==> src/rtl/p1_pkg.sv <==
// Shared definitions for the P1 code sender: FSM states, result codes and the
// default digit width.
package p1_pkg;

    localparam int P1_DIGIT_W = 4;

    typedef enum logic [1:0] {
        S_IDLE = 2'd0,
        S_SEND = 2'd1,
        S_WAIT = 2'd2,
        S_DONE = 2'd3
    } state_e;

    localparam logic [1:0] RES_NONE    = 2'd0;
    localparam logic [1:0] RES_OPEN    = 2'd1;
    localparam logic [1:0] RES_CLOSED  = 2'd2;
    localparam logic [1:0] RES_TIMEOUT = 2'd3;

endpackage

==> src/rtl/p1_digit_shift.sv <==
// Loadable left-shift register holding the combination; the most-significant
// digit is always presented on top_o.
module p1_digit_shift #(
    parameter int DIGITS  = 6,
    parameter int DIGIT_W = 4
) (
    input  logic                      clk,
    input  logic                      reset,
    input  logic                      load_i,
    input  logic                      shift_i,
    input  logic [DIGITS*DIGIT_W-1:0] din_i,
    output logic [DIGIT_W-1:0]        top_o
);
    localparam int W = DIGITS * DIGIT_W;

    logic [W-1:0] sreg_q;

    // Load takes precedence over shift; shifting brings the next digit to the top.
    always_ff @(posedge clk or posedge reset) begin
        if (reset)
            sreg_q <= '0;
        else if (load_i)
            sreg_q <= din_i;
        else if (shift_i)
            sreg_q <= sreg_q << DIGIT_W;
    end

    assign top_o = sreg_q[W-1 -: DIGIT_W];

endmodule

==> src/rtl/p1_code_sender.sv <==
// Drives a stored combination into the P1 lock one digit per clock, then waits
// for the lock's verdict (open / closed / timeout) and reports it with a
// single-cycle done pulse.
// Build option: define P1_SENDER_GAP_EN to insert one idle cycle between digits.
module p1_code_sender
    import p1_pkg::*;
#(
    parameter int DIGITS  = 6,
    parameter int DIGIT_W = P1_DIGIT_W,
    parameter int TIMEOUT = 15
) (
    input  logic                      clk,
    input  logic                      reset,
    input  logic                      start,
    input  logic [DIGITS*DIGIT_W-1:0] code,
    input  logic                      stat_open,
    input  logic                      stat_closed,
    output logic [DIGIT_W-1:0]        digit_out,
    output logic                      digit_valid,
    output logic                      busy,
    output logic                      done,
    output logic [1:0]                result
);
    localparam int CW = $clog2(DIGITS + 1);
    localparam logic [CW-1:0] LAST_DIGIT = CW'(DIGITS - 1);
    localparam logic [7:0]    WAIT_MAX   = 8'(TIMEOUT);

    state_e        state_q;
    logic [CW-1:0] dcnt_q;
    logic [7:0]    wcnt_q;
    logic          valid_q;
    logic          busy_q;
    logic          done_q;
    logic [1:0]    result_q;
    logic          load;
    logic          shift;
    logic [DIGIT_W-1:0] top_digit;
`ifdef P1_SENDER_GAP_EN
    logic          gap_q;
`endif

    assign load = (state_q == S_IDLE) && start;
`ifdef P1_SENDER_GAP_EN
    // Advance on the edge that leaves a valid digit; the gap cycle hides the new top.
    assign shift = (state_q == S_SEND) && !gap_q;
`else
    assign shift = (state_q == S_SEND);
`endif

    p1_digit_shift #(.DIGITS(DIGITS), .DIGIT_W(DIGIT_W)) u_shift (
        .clk     (clk),
        .reset   (reset),
        .load_i  (load),
        .shift_i (shift),
        .din_i   (code),
        .top_o   (top_digit)
    );

    // Transaction sequencer: IDLE -> SEND -> WAIT -> DONE -> IDLE.
    always_ff @(posedge clk or posedge reset) begin
        if (reset) begin
            state_q  <= S_IDLE;
            dcnt_q   <= '0;
            wcnt_q   <= '0;
            valid_q  <= 1'b0;
            busy_q   <= 1'b0;
            done_q   <= 1'b0;
            result_q <= RES_NONE;
`ifdef P1_SENDER_GAP_EN
            gap_q    <= 1'b0;
`endif
        end else begin
            done_q <= 1'b0;
            case (state_q)
                S_IDLE: begin
                    if (start) begin
                        state_q  <= S_SEND;
                        dcnt_q   <= '0;
                        wcnt_q   <= '0;
                        valid_q  <= 1'b1;
                        busy_q   <= 1'b1;
                        result_q <= RES_NONE;
`ifdef P1_SENDER_GAP_EN
                        gap_q    <= 1'b0;
`endif
                    end
                end
                S_SEND: begin
`ifdef P1_SENDER_GAP_EN
                    if (gap_q) begin
                        valid_q <= 1'b1;
                        gap_q   <= 1'b0;
                        dcnt_q  <= dcnt_q + 1'b1;
                    end else if (dcnt_q == LAST_DIGIT) begin
                        valid_q <= 1'b0;
                        state_q <= S_WAIT;
                    end else begin
                        valid_q <= 1'b0;
                        gap_q   <= 1'b1;
                    end
`else
                    if (dcnt_q == LAST_DIGIT) begin
                        valid_q <= 1'b0;
                        state_q <= S_WAIT;
                    end else begin
                        dcnt_q <= dcnt_q + 1'b1;
                    end
`endif
                end
                S_WAIT: begin
                    // Closed wins over open so a confused lock never reads as unlocked.
                    if (stat_closed) begin
                        result_q <= RES_CLOSED;
                        done_q   <= 1'b1;
                        busy_q   <= 1'b0;
                        state_q  <= S_DONE;
                    end else if (stat_open) begin
                        result_q <= RES_OPEN;
                        done_q   <= 1'b1;
                        busy_q   <= 1'b0;
                        state_q  <= S_DONE;
                    end else if (wcnt_q == WAIT_MAX) begin
                        result_q <= RES_TIMEOUT;
                        done_q   <= 1'b1;
                        busy_q   <= 1'b0;
                        state_q  <= S_DONE;
                    end else begin
                        wcnt_q <= wcnt_q + 8'd1;
                    end
                end
                S_DONE: begin
                    state_q <= S_IDLE;
                end
                default: state_q <= S_IDLE;
            endcase
        end
    end

    assign digit_out   = valid_q ? top_digit : '0;
    assign digit_valid = valid_q;
    assign busy        = busy_q;
    assign done        = done_q;
    assign result      = result_q;

endmodule

==> config.mk <==
export PLATFORM = sky130hd
export DESIGN_NAME = p1_code_sender
export DESIGN_NICKNAME = d
export VERILOG_FILES = /design/src/rtl/p1_pkg.sv /design/src/rtl/p1_digit_shift.sv /design/src/rtl/p1_code_sender.sv
export SDC_FILE = /design/constraint.sdc
export NUM_CORES = 1
export LEC_CHECK = 0
export CORE_MARGIN = 2
export CORE_UTILIZATION = 52
export CTS_CLUSTER_DIAMETER = 120
export DETAILED_ROUTE_END_ITERATION = 12
export PLACE_DENSITY = 0.75
export SKIP_LAST_GASP = 1
export SLEW_MARGIN = 20
export SYNTH_ARGS = -nofsm -noshare
export SYNTH_HDL_FRONTEND = slang
export SYNTH_SLANG_ARGS = --single-unit
==> constraint.sdc <==
create_clock -name clk -period 2.62 [get_ports clk]
set_input_delay 0.393 -clock clk [delete_from_list [all_inputs] [get_ports clk]]
set_output_delay 0.393 -clock clk [all_outputs]
set_load 0.03 [all_outputs]
==> impl_metrics.xml <==
<?xml version="1.0" encoding="UTF-8"?>
<metrics>
  <group name="yosys">
    <metric name="postSynth.asyncResetShare" unit="">1.000</metric>
    <metric name="synthesis.area_per_instance" unit="sq um">9.525</metric>
    <metric name="number_of_different_library_cells_in_the_post_synthesis_netlist" unit="">35</metric>
    <metric name="syn-cell-area" unit="sq um">2191</metric>
    <metric name="synth_nets" unit="">266</metric>
    <metric name="synthesis.instances" unit="">230</metric>
    <metric name="ys_warn_count" unit="">0</metric>
    <metric name="synth-edff-count" unit="">0</metric>
    <metric name="synth_ff_type" unit="">dfrtp_1</metric>
    <metric name="share_of_the_yosys_chip_area_belonging_to_registers" unit="">0.4797</metric>
    <metric name="ys_ff_latch" unit="">42</metric>
  </group>
  <group name="worst_setup_path">
    <metric name="critical_path_arrival" unit="ns">2.18</metric>
    <metric name="worstSetupStartpointType" unit="">flop</metric>
    <metric name="worst_setup_slack_for_register_to_register_paths" unit="ns">0.62</metric>
    <metric name="critical_path_class" unit="">flop to flop</metric>
    <metric name="critical_path.reg2reg.endpoint" unit="">state_q[1]</metric>
    <metric name="reg2reg_depth" unit="">4</metric>
    <metric name="critical_path.max_fanout" unit="">11</metric>
    <metric name="critical_path.reg2reg.startpoint" unit="">wcnt_q[4]</metric>
    <metric name="worstSetupEndpointType" unit="">flop</metric>
    <metric name="required" unit="ns">2.80</metric>
  </group>
  <group name="global_routing">
    <metric name="use_met1" unit="">0.2745</metric>
    <metric name="grt_start_max_net_pins" unit="">43</metric>
    <metric name="grt_usage" unit="">0.2094</metric>
    <metric name="first_global_vias" unit="">1661</metric>
    <metric name="grt_antenna_before_repair" unit="">0</metric>
    <metric name="groute.layer.met3.usage" unit="">0.03896</metric>
    <metric name="gr-usage-met2" unit="">0.3474</metric>
    <metric name="grt_first_pass_wirelength" unit="mm">7.465</metric>
    <metric name="gr-total-overflow" unit="">0</metric>
    <metric name="grt_most_used_layer" unit="">met2</metric>
  </group>
  <group name="layout">
    <metric name="finalNetCount" unit="">303</metric>
    <metric name="finish.cell_count_without_fillers" unit="">318</metric>
    <metric name="multi_input_comb_area" unit="sq um">1047</metric>
    <metric name="final-seq-area" unit="sq um">1051</metric>
    <metric name="fillers" unit="">350</metric>
    <metric name="share_of_final_layout_standard_cells_stronger_than_drive_strength_1" unit="">0.06343</metric>
    <metric name="antenna_cells" unit="">0</metric>
    <metric name="flow.area_growth_from_synthesis" unit="%">23.30</metric>
  </group>
  <group name="power">
    <metric name="vdd_drop_max" unit="uV">526.8</metric>
    <metric name="total_leakage_power" unit="uW">0.001206</metric>
    <metric name="power.density_cell_area" unit="nW/um^2">1047</metric>
  </group>
  <group name="timing">
    <metric name="final_min_period_over_clock_period" unit="">0.7628</metric>
    <metric name="fin_crit" unit="ns">1.999</metric>
    <metric name="max_freq" unit="MHz">500.4</metric>
    <metric name="skew" unit="ns">0.003568</metric>
    <metric name="tns" unit="ns">0</metric>
    <metric name="slew-limit-headroom" unit="">0.5894</metric>
    <metric name="worst_slack" unit="ns">0.6215</metric>
    <metric name="grt_setup_unrepaired" unit="">false</metric>
    <metric name="report.final.slew_viol_count" unit="">0</metric>
    <metric name="number_of_hold_violations_in_the_final_report" unit="">0</metric>
    <metric name="worst_pin_slew" unit="ns">0.6076</metric>
    <metric name="setup-violations-final" unit="">0</metric>
  </group>
  <group name="route">
    <metric name="drt_pre_antenna_iters" unit="">4</metric>
    <metric name="drc_errors" unit="">0</metric>
    <metric name="avgRoutedWirePerCell" unit="um">13.64</metric>
    <metric name="viasPerCell" unit="">5.403</metric>
    <metric name="route.vias.total" unit="">1718</metric>
    <metric name="detailedRoute.firstIterationViolations" unit="">147</metric>
    <metric name="drt.antenna.violating_nets" unit="">0</metric>
    <metric name="route.final.wire_length" unit="mm">4.339</metric>
  </group>
  <group name="clocking">
    <metric name="root_buffer_cell" unit="">clkbuf_8</metric>
    <metric name="post_cts_buffers" unit="">0</metric>
    <metric name="cts_max_level" unit="">2</metric>
    <metric name="clk_latency" unit="ns">0.29</metric>
    <metric name="path_clk_slew" unit="ns">0.08</metric>
    <metric name="numClockSinks" unit="">42</metric>
    <metric name="post_cts_resize_count" unit="">0</metric>
    <metric name="hold_buffers" unit="">0</metric>
    <metric name="clockBufferDepth" unit="">2</metric>
    <metric name="cts_tree" unit="">yes</metric>
    <metric name="tritoncts.num_buffers" unit="">5</metric>
  </group>
  <group name="min_path">
    <metric name="hold_path.class" unit="">flop to flop</metric>
    <metric name="hp-start" unit="">result[0]</metric>
    <metric name="worstHoldPathCells" unit="">2</metric>
    <metric name="worst_hold_path.endpoint" unit="">result[0]</metric>
  </group>
  <group name="placement">
    <metric name="io_buffer_count" unit="">37</metric>
    <metric name="half_perimeter_wire_length_after_detailed_placement" unit="mm">3.065</metric>
    <metric name="pre_cts_slack" unit="ns">0.6180</metric>
    <metric name="placed_cells" unit="">310</metric>
    <metric name="final_estimated_routing_congestion_in_global_placement" unit="">0.7983</metric>
  </group>
  <group name="job">
    <metric name="drv.max_cap_violation_count" unit="">0</metric>
  </group>
  <group name="floorplan">
    <metric name="initial_core_util" unit="">0.5438</metric>
    <metric name="design.die.area" unit="sq um">4749</metric>
    <metric name="num_rows" unit="">23</metric>
    <metric name="floorplan.die.width" unit="um">68.91</metric>
    <metric name="ioPinCount" unit="">38</metric>
    <metric name="die_h" unit="um">68.91</metric>
    <metric name="core" unit="sq um">4029</metric>
  </group>
  <group name="outcome">
    <metric name="run_status" unit="">completed</metric>
  </group>
</metrics>
## kinds of logic (layout without fill, tap and decap cells)
family	count (synthesis)	count (layout)	synth area share
fa+ha+maj	7	7	0.03998
buf+inv	22	60	0.04226
flops	42	42	0.4797
mux	25	25	0.1148
simple gates	77	77	0.1708
compound gates	57	57	0.1525
## metal layers
layer	up-vias	wire length, um
met2	32	2040
met4	0	66
met3	6	154
li1	879	-
met5	-	0
met1	801	2077
## cells in the mapped netlist (4+ instances only)
library cell | n | share of area
nand4_1 | 4 | 0.011
a21oi_1 | 9 | 0.021
o21ai_0 | 33 | 0.075
inv_1 | 9 | 0.015
nor2_1 | 11 | 0.019
nand2_1 | 37 | 0.063
ha_1 | 7 | 0.040
and2_1 | 5 | 0.014
clkbuf_1 | 10 | 0.017
mux2i_1 | 24 | 0.11
dfrtp_1 | 42 | 0.48
nand3b_1 | 6 | 0.021
## layout make-up
cell class / count / share of cell area
Multi-Input combinational cell: 166 / 0.3877
Sequential cell: 42 / 0.3891
Inverter: 9 / 0.01251
Clock inverter: 1 / 0.001853
Clock buffer: 7 / 0.03196
Timing Repair Buffer: 43 / 0.1538
Tap cell: 50 / 0.02316
## worst max-delay path by stage
stage	startpoint	to	cells after the start	slack, ns
2_1_floorplan	state_q[0]	wcnt_q[3]	8	0.68
3_3_place_gp	stat_open	state_q[1]	5	0.65
3_5_place_dp	stat_closed	state_q[1]	5	0.62
4_1_cts	wcnt_q[4]	state_q[1]	4	0.64
5_1_grt	state_q[0]	wcnt_q[4]	7	0.52
6_report	wcnt_q[4]	state_q[1]	4	0.62
## layout by cell type, fill, tap and decap left out, types with 2 or more instances in the layout
master and n:
dfrtp_1 42, nand2_1 37, clkdlybuf4s50_1 37, o21ai_0 33
mux2i_1 24, nor2_1 11, a21oi_1 9, inv_1 9
ha_1 7, nand3b_1 6, clkbuf_8 6, buf_4 6
and2_1 5, nand4_1 4, nand3_1 3, and3_1 3
nand2b_1 2, o22ai_1 2, nor3_1 2, a31oi_1 2
a22o_1 2
## critical path, stage by stage (launching register included)
cell,delay (ns)
dfrtp_1,0.42
or4_4,0.56
o21a_1,0.31
a21oi_1,0.25
mux2_2,0.35
## state kept, by name, summed over array words and instances, names as in the netlist
| name | flops |
|---|---|
| busy | 1 |
| dcnt_q | 3 |
| digit_valid | 1 |
| done | 1 |
| result | 2 |
| state_q | 2 |
| u_shift.sreg_q | 24 |
| wcnt_q | 8 |
## where the power goes
part	internal [uW]	leakage, uW	total [uW]	switching (uW)
Sequential	904	0.000537	1080	175
Combinational	603	0.000621	1320	719
Clock	213	0.0000482	427	214
Total	1720	0.00121	2830	1110
## metrics by stage
step           hold WS [ns]  instance area (sq um)  power [uW]  utilization
5_1_grt              0.5585                   2701        3079       0.6705
2_1_floorplan        0.4792                   2191        2017            -
3_5_place_dp         0.5054                   2610        2411       0.6478
3_3_place_gp         0.4975                   2610        2364       0.6478
6_report             0.5249                   2701        2828       0.6705
4_1_cts              0.5291                   2701        2848       0.6705
(Power assumes the default switching activity.)
